--- src/rtl/serial_add_pkg.sv ---
// Shared definitions for the bit-serial add/subtract sequencer.
//   state_t      : controller FSM encoding (IDLE, RUN, DONE)
//   MIN_N/MAX_N  : legal operand-width range, checked at elaboration
package serial_add_pkg;

  typedef enum logic [1:0] {
    IDLE = 2'd0,
    RUN  = 2'd1,
    DONE = 2'd2
  } state_t;

  localparam int MIN_N = 2;
  localparam int MAX_N = 32;

endpackage

--- src/rtl/serial_add_ctrl_fa.sv ---
// One-bit full-adder cell, shared across time by the serial sequencer.
// Ports:
//   C, B, A : carry-in and the two operand bits
//   Sum     : A ^ B ^ C
//   Carry   : majority(A, B, C)
module serial_add_ctrl_fa (
  input  logic C,
  input  logic B,
  input  logic A,
  output logic Sum,
  output logic Carry
);

  assign Sum   = A ^ B ^ C;
  assign Carry = (A & B) | (A & C) | (B & C);

endmodule

--- src/rtl/serial_add_ctrl.sv ---
// Bit-serial add/subtract sequencer around a single full-adder cell.
// Operands are captured on start and fed LSB-first, one bit per clock.
// Ports:
//   clk, rst_n : clock (rising edge) and asynchronous active-low reset
//   start      : request, sampled only in IDLE
//   sub        : 0 = A+B, 1 = A-B (sampled with start)
//   a_in, b_in : N-bit operands (sampled with start)
//   busy       : high in RUN and DONE
//   done       : one-cycle pulse, result valid from this cycle on
//   result     : N-bit sum/difference, held until next accepted start
//   cout       : final carry (subtract: 1 = no borrow)
//   ovf        : two's-complement overflow
module serial_add_ctrl
  import serial_add_pkg::*;
#(
  parameter  int N  = 8,
  localparam int CW = $clog2(N)
) (
  input  logic         clk,
  input  logic         rst_n,
  input  logic         start,
  input  logic         sub,
  input  logic [N-1:0] a_in,
  input  logic [N-1:0] b_in,
  output logic         busy,
  output logic         done,
  output logic [N-1:0] result,
  output logic         cout,
  output logic         ovf
);

  generate
    if (N < MIN_N || N > MAX_N) begin : g_bad_width
      $error("serial_add_ctrl: N out of range");
    end
  endgenerate

  localparam logic [CW-1:0] LAST_BIT = CW'(N - 1);
  localparam logic [CW-1:0] MSB_CIN  = CW'(N - 2);

  state_t         state_reg, state_next;
  logic [N-1:0]   a_sh_reg, b_sh_reg, result_reg;
  logic [CW-1:0]  cnt_reg;
  logic           cy_reg, cy_msb_reg, cout_reg, ovf_reg;
  logic           fa_sum, fa_carry;

  serial_add_ctrl_fa u_fa (
    .C     (cy_reg),
    .B     (b_sh_reg[0]),
    .A     (a_sh_reg[0]),
    .Sum   (fa_sum),
    .Carry (fa_carry)
  );

  always_ff @(posedge clk or negedge rst_n) begin
    if (!rst_n) begin
      state_reg  <= IDLE;
      a_sh_reg   <= '0;
      b_sh_reg   <= '0;
      result_reg <= '0;
      cnt_reg    <= '0;
      cy_reg     <= 1'b0;
      cy_msb_reg <= 1'b0;
      cout_reg   <= 1'b0;
      ovf_reg    <= 1'b0;
    end else begin
      state_reg <= state_next;
      case (state_reg)
        IDLE: begin
          if (start) begin
            a_sh_reg <= a_in;
            // Subtraction is A + ~B + 1: invert B and seed the carry with 1.
            b_sh_reg <= sub ? ~b_in : b_in;
            cy_reg   <= sub;
            cnt_reg  <= '0;
          end
        end
        RUN: begin
          // Sum enters at the MSB so the finished word lands LSB-aligned.
          result_reg <= {fa_sum, result_reg[N-1:1]};
          a_sh_reg   <= a_sh_reg >> 1;
          b_sh_reg   <= b_sh_reg >> 1;
          cy_reg     <= fa_carry;
          cnt_reg    <= cnt_reg + 1'b1;
          if (cnt_reg == MSB_CIN) begin
            cy_msb_reg <= fa_carry;
          end
          if (cnt_reg == LAST_BIT) begin
            cout_reg <= fa_carry;
            // Overflow: carry into MSB differs from carry out of MSB.
            ovf_reg  <= cy_msb_reg ^ fa_carry;
          end
        end
        default: ;
      endcase
    end
  end

  always_comb begin
    state_next = state_reg;
    busy       = 1'b0;
    done       = 1'b0;
    case (state_reg)
      IDLE: begin
        if (start) state_next = RUN;
      end
      RUN: begin
        busy = 1'b1;
        if (cnt_reg == LAST_BIT) state_next = DONE;
      end
      DONE: begin
        busy       = 1'b1;
        done       = 1'b1;
        state_next = IDLE;
      end
      default: state_next = IDLE;
    endcase
  end

  assign result = result_reg;
  assign cout   = cout_reg;
  assign ovf    = ovf_reg;

endmodule

--- config.mk ---
export PLATFORM = sky130hd
export DESIGN_NAME = serial_add_ctrl
export DESIGN_NICKNAME = d
export VERILOG_FILES = /design/src/rtl/serial_add_pkg.sv /design/src/rtl/serial_add_ctrl_fa.sv /design/src/rtl/serial_add_ctrl.sv
export SDC_FILE = /design/constraint.sdc
export NUM_CORES = 1
export LEC_CHECK = 0
export CAP_MARGIN = 20
export CELL_PAD_IN_SITES_DETAIL_PLACEMENT = 2
export CELL_PAD_IN_SITES_GLOBAL_PLACEMENT = 2
export CORE_UTILIZATION = 33
export CTS_CLUSTER_DIAMETER = 40
export CTS_CLUSTER_SIZE = 8
export DETAILED_ROUTE_END_ITERATION = 16
export HOLD_SLACK_MARGIN = 0.03
export PLACE_DENSITY = 0.85
export SETUP_SLACK_MARGIN = 0.15
export SLEW_MARGIN = 25
export SYNTH_ARGS = -nofsm -noshare
export SYNTH_HDL_FRONTEND = slang
export SYNTH_SLANG_ARGS = --single-unit
--- constraint.sdc ---
create_clock -name clk -period 1.9 [get_ports clk]
set_input_delay 0.38 -clock clk [delete_from_list [all_inputs] [get_ports clk]]
set_output_delay 0.38 -clock clk [all_outputs]
set_load 0.01 [all_outputs]
**After elaboration in Yosys (flattened, before gate mapping)**

Index checks and enable logic that the tools add are counted.

- Reduce and logical (&&, ||, !) cells: 7
- Bitwise operators: 9
- Muxes and demuxes: 14
- $add $sub $neg: 1
- Equal/unequal tests: 6

Operators by type and width:

| operator | number |
|---|---|
| 8-bit one-hot mux with 2 select lines | 2 |
| 8-bit two-way mux | 3 |
| 8-bit NOT | 1 |
| 2-bit AND reduction | 4 |
| 3-bit equality test, second input constant | 2 |
| 3-bit one-hot mux with 2 select lines | 1 |
| 2-bit two-way mux | 2 |
| 2-bit != test, second input constant | 2 |
| 2-bit one-hot mux with 2 select lines | 1 |
| 3-bit by 1-bit adder with 3-bit output, second input constant | 1 |
| 1-bit AND | 3 |
| 1-bit two-way mux | 3 |
| 3-bit two-way mux | 1 |
| 1-bit bitwise XOR | 3 |
| 2-bit by 1-bit equality test with 1-bit output, second input constant | 1 |
| 2-bit equality test, second input constant | 1 |
| 2-bit zero test | 1 |
| 1-bit bitwise OR | 2 |
| 1-bit one-hot mux with 2 select lines | 1 |
| 2-bit nonzero test | 1 |
| 2-bit OR reduction | 1 |

- Flip-flop bits (word level): 33

**Longest topological paths before layout**

- Depth after elaboration: 4
- Depth in mapped cells: 7
- Mapped depth without buffers: 5

**By module**

A second synthesis with hierarchy kept.

- Cell total of the unflattened synthesis: 138
- Area total of the unflattened synthesis: 1654.1 µm²

By module, submodules not included:

| module | seq. area each (µm²) | cells each | instances | area each (µm²) |
|---|---|---|---|---|
| serial_add_ctrl | 825.8 | 137 | 1 | 1634.1 |
| serial_add_ctrl_fa | 0.0 | 1 | 1 | 20.0 |

**Least setup slack after synthesis**

OpenSTA, ideal clock, no wires.

- Path kind: register to register
- Start point: register state_reg[0]
- End point: register a_sh_reg[3]
- Stages on the path, launching flop included: 6
- Arrival: 1.315 ns
- Clock period less this slack: 1.434 ns
- Slack: 0.466 ns
- Buffers on the path: 1
- Cell sequence: dfrtp_1 inv_1 ha_1 mux2i_4 buf_6 o21ai_2

- Cells in the longest elaborated chain, start to end: 3
- Elaborated cells between the ends (all ways): 6
- Classes of those cells: eq/ne: 2; mux: 1; reduce/logical: 3

Ends and longest elaborated chain:

| element | RTL line | source |
|---|---|---|
| from (decl) | serial_add_ctrl.sv:41 | `state_t state_reg, state_next;` |
| from (signal assigned) | serial_add_ctrl.sv:67 | `state_reg <= state_next;` |
| 2-bit by 1-bit equality test with 1-bit output or 2-bit zero test (tied branches) | serial_add_ctrl.sv:68 | `case (state_reg)` |
| 2-bit nonzero test (no line) or 2-bit != test (tied branches) | -- |  |
| 2-bit AND reduction (no line) | -- |  |
| to (signal assigned) | serial_add_ctrl.sv:71 | `a_sh_reg <= a_in;` |
| to (signal assigned) | serial_add_ctrl.sv:81 | `a_sh_reg <= a_sh_reg >> 1;` |
| to (decl) | serial_add_ctrl.sv:42 | `logic [N-1:0] a_sh_reg, b_sh_reg, result_reg;` |

Parallel ways exist; a longest one is shown, timed or not.
A chain may end at the register's enable or synchronous reset.

**Worst setup path in the final report**

- Start point: register state_reg[0]
- End point: output busy

- Cells in the longest elaborated chain, start to end: 3
- Elaborated cells between the ends (all ways): 4
- Classes of those cells: eq/ne: 2; mux: 1; reduce/logical: 1

Ends and longest elaborated chain:

| element | RTL line | source |
|---|---|---|
| 2-bit by 1-bit equality test with 1-bit output or 2-bit equality test (tied branches) | serial_add_ctrl.sv:103 | `case (state_reg)` |
| 2-bit OR reduction (no line) (*) | -- |  |
| 1-bit two-way mux (*) | serial_add_ctrl.sv:103 |  |
| to (decl) | serial_add_ctrl.sv:25 | `output logic busy,` |

Every way passes the cells marked *; elsewhere a longest branch is shown, timed or not.

==> metrics.md <==
| Metric | Value |
|---|---|
| Final Critical Period | `1.66 ns` |
| Crit path arrival time | `1.28 ns` |
| Dominant combinational cell family by area after synthesis | `multiplexers` |
| Worst slew slack as a fraction of its limit | `67.2%` |
| Leading area contributor after synthesis | `sky130_fd_sc_hd__dfrtp_1` |
| Number of synthesized register bits | `33` |
| TritonCTS clock tree | `done` |
| Startpoint type of the worst setup path | `register` |
| Detailed-route vias per instance | `4.63` |
| Portion of total power attributed to the clock network | `14.3%` |
| Period Utilization, post-route | `87.5%` |
| Share of cells above drive strength 1 | `22.2%` |
| Nets | `206` |
| CP Capture Point | `busy` |
| Placeable core region | `0.00475 mm2` |
| Share of the synthesized area in the top cell type | `50.0%` |
| Worst setup skew after layout | `0.00300 ns` |
| EDFF count, synth | `0` |
| Root buffer cell | `sky130_fd_sc_hd__clkbuf_8` |
| All-layer global routing usage | `15.1%` |
| Setup repair after global routing missed its margin | `false` |
| Overflow left after global routing | `0` |
| Die height | `72.7 um` |
| Number of iterations in the first detailed-routing pass | `2` |
| Die boundary width | `72.7 um` |
| DR vias | `1,144` |
| Category of the critical setup timing path | `reg -> out` |
| Endpoint required time on the critical path | `1.52 ns` |
| Remaining design rule violation count | `0` |
| Quantity of hold-fixing buffers added after cts | `0` |
| H-tree levels | `2` |
| Sequential group share of total power | `35.2%` |
| Endpoint of the lowest-slack register-to-register path | `b_sh_reg[3]$_DFFE_PN0P_` |
| Vias in the first global route | `1,224` |
| Full die area | `0.00529 mm2` |
| Top Ports | `32` |
| Filler Cells Inserted | `511` |
| Maximum number of pins on one net before global-route repair | `34` |
| Combinational cell fraction of total power | `50.5%` |
| Average detailed-routed wire length per instance | `14.6 um` |
| Kind of end point of the critical path | `output port` |
| Final Max Slew Viols | `0` |
| Number of distinct library cell variants in the gate-level netlist after synthesis | `22` |
| Final setup violation count | `0` |
| Number of core rows | `25` |
| Slew at the pin with the worst max-slew slack | `0.491 ns` |
| Switching power total | `1300 uW` |
| Post-synthesis simple-gate area fraction | `6.29%` |
| Leading cell types by count after synthesis | `sky130_fd_sc_hd__dfrtp_1 (33), sky130_fd_sc_hd__nand2_1 (23), sky130_fd_sc_hd__mux2i_1 (15)` |
| CTS buffer count | `5` |
| Layout area overhead | `30.6%` |
| Main flop type after synthesis | `sky130_fd_sc_hd__dfrtp_1` |
| Initial drt markers | `13` |
| # Max-Cap Violations | `0` |
| Number of warnings printed during yosys synthesis | `0` |
| Final antenna diode count | `0` |
| Final Hold Vio Count | `0` |
| Largest fanout on the critical path | `2` |
| Sum of net half-perimeters after detailed placement | `2660 um` |
| Synthesized cell area | `0.00165 mm2` |
| Minimum setup slack after placement | `0.142 ns` |
| Final ANT Viol Nets | `0` |
| Async set-reset flop share out of synthesis | `100%` |
| Final worst-path setup slack | `0.237 ns` |
| Antenna violations before repair | `0` |
| Internal power of the cells | `2220 uW` |
| Sinks on the clock net | `33` |
| Initial core utilization | `34.7%` |
| Worst-case vdd ir drop | `385 uV` |
| Post-synthesis cell count | `138` |
| Number of buffers inserted by port buffering | `31` |
| Power density normalized to cell area | `1630 mW/mm2` |
| Net count after synthesis | `165` |
| Adder and majority gate portion of the synthesized area | `5.76%` |
| Main area contributors after synthesis | `sky130_fd_sc_hd__dfrtp_1 (50%), sky130_fd_sc_hd__mux2i_1 (9.1%), sky130_fd_sc_hd__mux2_2 (6.8%)` |
| Multiplexer area fraction after synthesis | `17.3%` |
| Reported leakage power | `0.000985 uW` |
| Share of the synthesized netlist area taken by xor and xnor gates | `4.78%` |
| Worst Reg2Reg Path Length in Cells | `6` |
| Most numerous cell in the Yosys netlist | `sky130_fd_sc_hd__dfrtp_1` |
| Wire length of the first global-routing pass | `5880 um` |
| Insertion delay to the later sink of the worst-skew pair | `0.28 ns` |
| Last weighted congestion value of the routability-driven placer | `0.715` |
| Switching part of the total power | `37.0%` |
| Compound-cell area share of the yosys netlist | `10.5%` |
| Reg clk slew, reported paths | `0.07 ns` |
| Setup TNS after final layout | `0 ns` |
| Max Clock Freq | `601 MHz` |
| Overall routed net length | `3600 um` |
| Run status | `finished, final reports clean` |
| Flop-to-flop setup slack | `0.29 ns` |
| Syn_area_per_cell | `12.0 um2` |
| Reg-to-reg startpoint | `state_reg[0]$_DFFE_PN0P_` |
| Launching instance or port of the critical path | `state_reg[0]$_DFFE_PN0P_` |
| Buffer levels on the longest clock path | `2` |
| Class of the most critical hold timing path | `reg -> reg` |
| Sequential area share after synthesis | `50.0%` |
-- what timing repair did --
item,4_1_cts,5_1_grt
setup endpoints to repair,2,16
gates resized for setup,2,0
setup buffers,2,2
-- kinds of logic (layout without fill, tap and decap cells) --
group / after synthesis / count (layout)
buffers and inverters: 12 / 54
adder cells (fa/ha/maj): 7 / 7
AO/OA/AOI/OAI: 25 / 25
flip-flops: 33 / 33
multiplexers: 26 / 26
XOR/XNOR: 9 / 9
AND/OR/NAND/NOR: 26 / 26
-- layout make-up --
class	count	area (um2)	share of cell area (%)
clock inverter	2	10.0	0.464
inverter	5	18.8	0.871
timing repair buffer	41	408	18.9
multi-input combinational	93	737	34.2
clock buffer	6	72.6	3.37
tap	67	83.8	3.89
sequential	33	826	38.3
-- placed cells by master, fill, tap and decap left out --
cell type / netlist / layout
sky130_fd_sc_hd__dfrtp_1: 33 / 33
sky130_fd_sc_hd__clkdlybuf4s50_1: 0 / 29
sky130_fd_sc_hd__nand2_1: 23 / 23
sky130_fd_sc_hd__mux2i_1: 15 / 15
sky130_fd_sc_hd__o21ai_2: 11 / 11
sky130_fd_sc_hd__mux2_2: 10 / 10
sky130_fd_sc_hd__buf_4: 0 / 8
sky130_fd_sc_hd__o21ai_0: 7 / 7
sky130_fd_sc_hd__xor2_1: 7 / 7
sky130_fd_sc_hd__ha_1: 6 / 6
sky130_fd_sc_hd__clkbuf_8: 0 / 5
sky130_fd_sc_hd__inv_1: 4 / 4
sky130_fd_sc_hd__a21oi_1: 4 / 4
sky130_fd_sc_hd__xnor2_1: 2 / 2
sky130_fd_sc_hd__nand2b_1: 2 / 2
sky130_fd_sc_hd__clkinv_2: 0 / 2
sky130_fd_sc_hd__dlygate4sd2_1: 0 / 2
sky130_fd_sc_hd__buf_12: 0 / 2
sky130_fd_sc_hd__mux2i_4: 1 / 1
sky130_fd_sc_hd__inv_2: 1 / 1
sky130_fd_sc_hd__o21ai_1: 1 / 1
sky130_fd_sc_hd__o31ai_1: 1 / 1
sky130_fd_sc_hd__a32o_1: 1 / 1
sky130_fd_sc_hd__nand3_1: 1 / 1
sky130_fd_sc_hd__fa_1: 1 / 1
sky130_fd_sc_hd__clkbuf_1: 0 / 1
-- how the worst min path moves through the flow --
stage | from | to | slack [ns] | depth (start not counted)
after floorplan | rst_n | a_sh_reg[0]$_DFFE_PN0P_ | 0.08 | 0
final | a_sh_reg[4]$_DFFE_PN0P_ | a_sh_reg[4]$_DFFE_PN0P_ | 0.49 | 2
after CTS | b_sh_reg[2]$_DFFE_PN0P_ | b_sh_reg[2]$_DFFE_PN0P_ | 0.50 | 2
after detailed placement | b_sh_reg[2]$_DFFE_PN0P_ | b_sh_reg[2]$_DFFE_PN0P_ | 0.48 | 2
after global routing | b_sh_reg[3]$_DFFE_PN0P_ | b_sh_reg[3]$_DFFE_PN0P_ | 0.52 | 2
after global placement | a_sh_reg[3]$_DFFE_PN0P_ | a_sh_reg[3]$_DFFE_PN0P_ | 0.46 | 2
-- power groups by stage --
stage / combinational, uW / sequential, uW / clock [uW]
6_report: 1780 / 1240 / 504
5_1_grt: 1940 / 1290 / 544
4_1_cts: 1730 / 1250 / 529
3_5_place_dp: 1710 / 1260 / 0
3_3_place_gp: 1590 / 1230 / 0
2_1_floorplan: 1160 / 1250 / 0
-- metal layers --
metal | global-route usage, % | part of all wire, %
met5 | 0 | 0
met4 | 6.54 | 1.9
met3 | 3.73 | 3.4
met2 | 27.0 | 53
met1 | 16.9 | 42
-- critical path, cell delays in order, from the launching register on --
cell	delay (ns)
sky130_fd_sc_hd__dfrtp_1	0.36
sky130_fd_sc_hd__inv_1	0.06
sky130_fd_sc_hd__ha_1	0.29
sky130_fd_sc_hd__dlygate4sd2_1	0.29
-- per-stage QoR --
step	cells	power [uW]	hold WS (ns)	utilization (%)	cell area (um2)
final	247	3520	0.489	45.3	2160
after global routing	247	3780	0.516	45.3	2160
after CTS	245	3510	0.495	44.8	2130
after detailed placement	235	2970	0.480	42.8	2030
after global placement	235	2820	0.460	42.8	2030
after floorplan	138	2410	0.0844	-	1650
No activity file was read; power rests on OpenSTA's default activity.
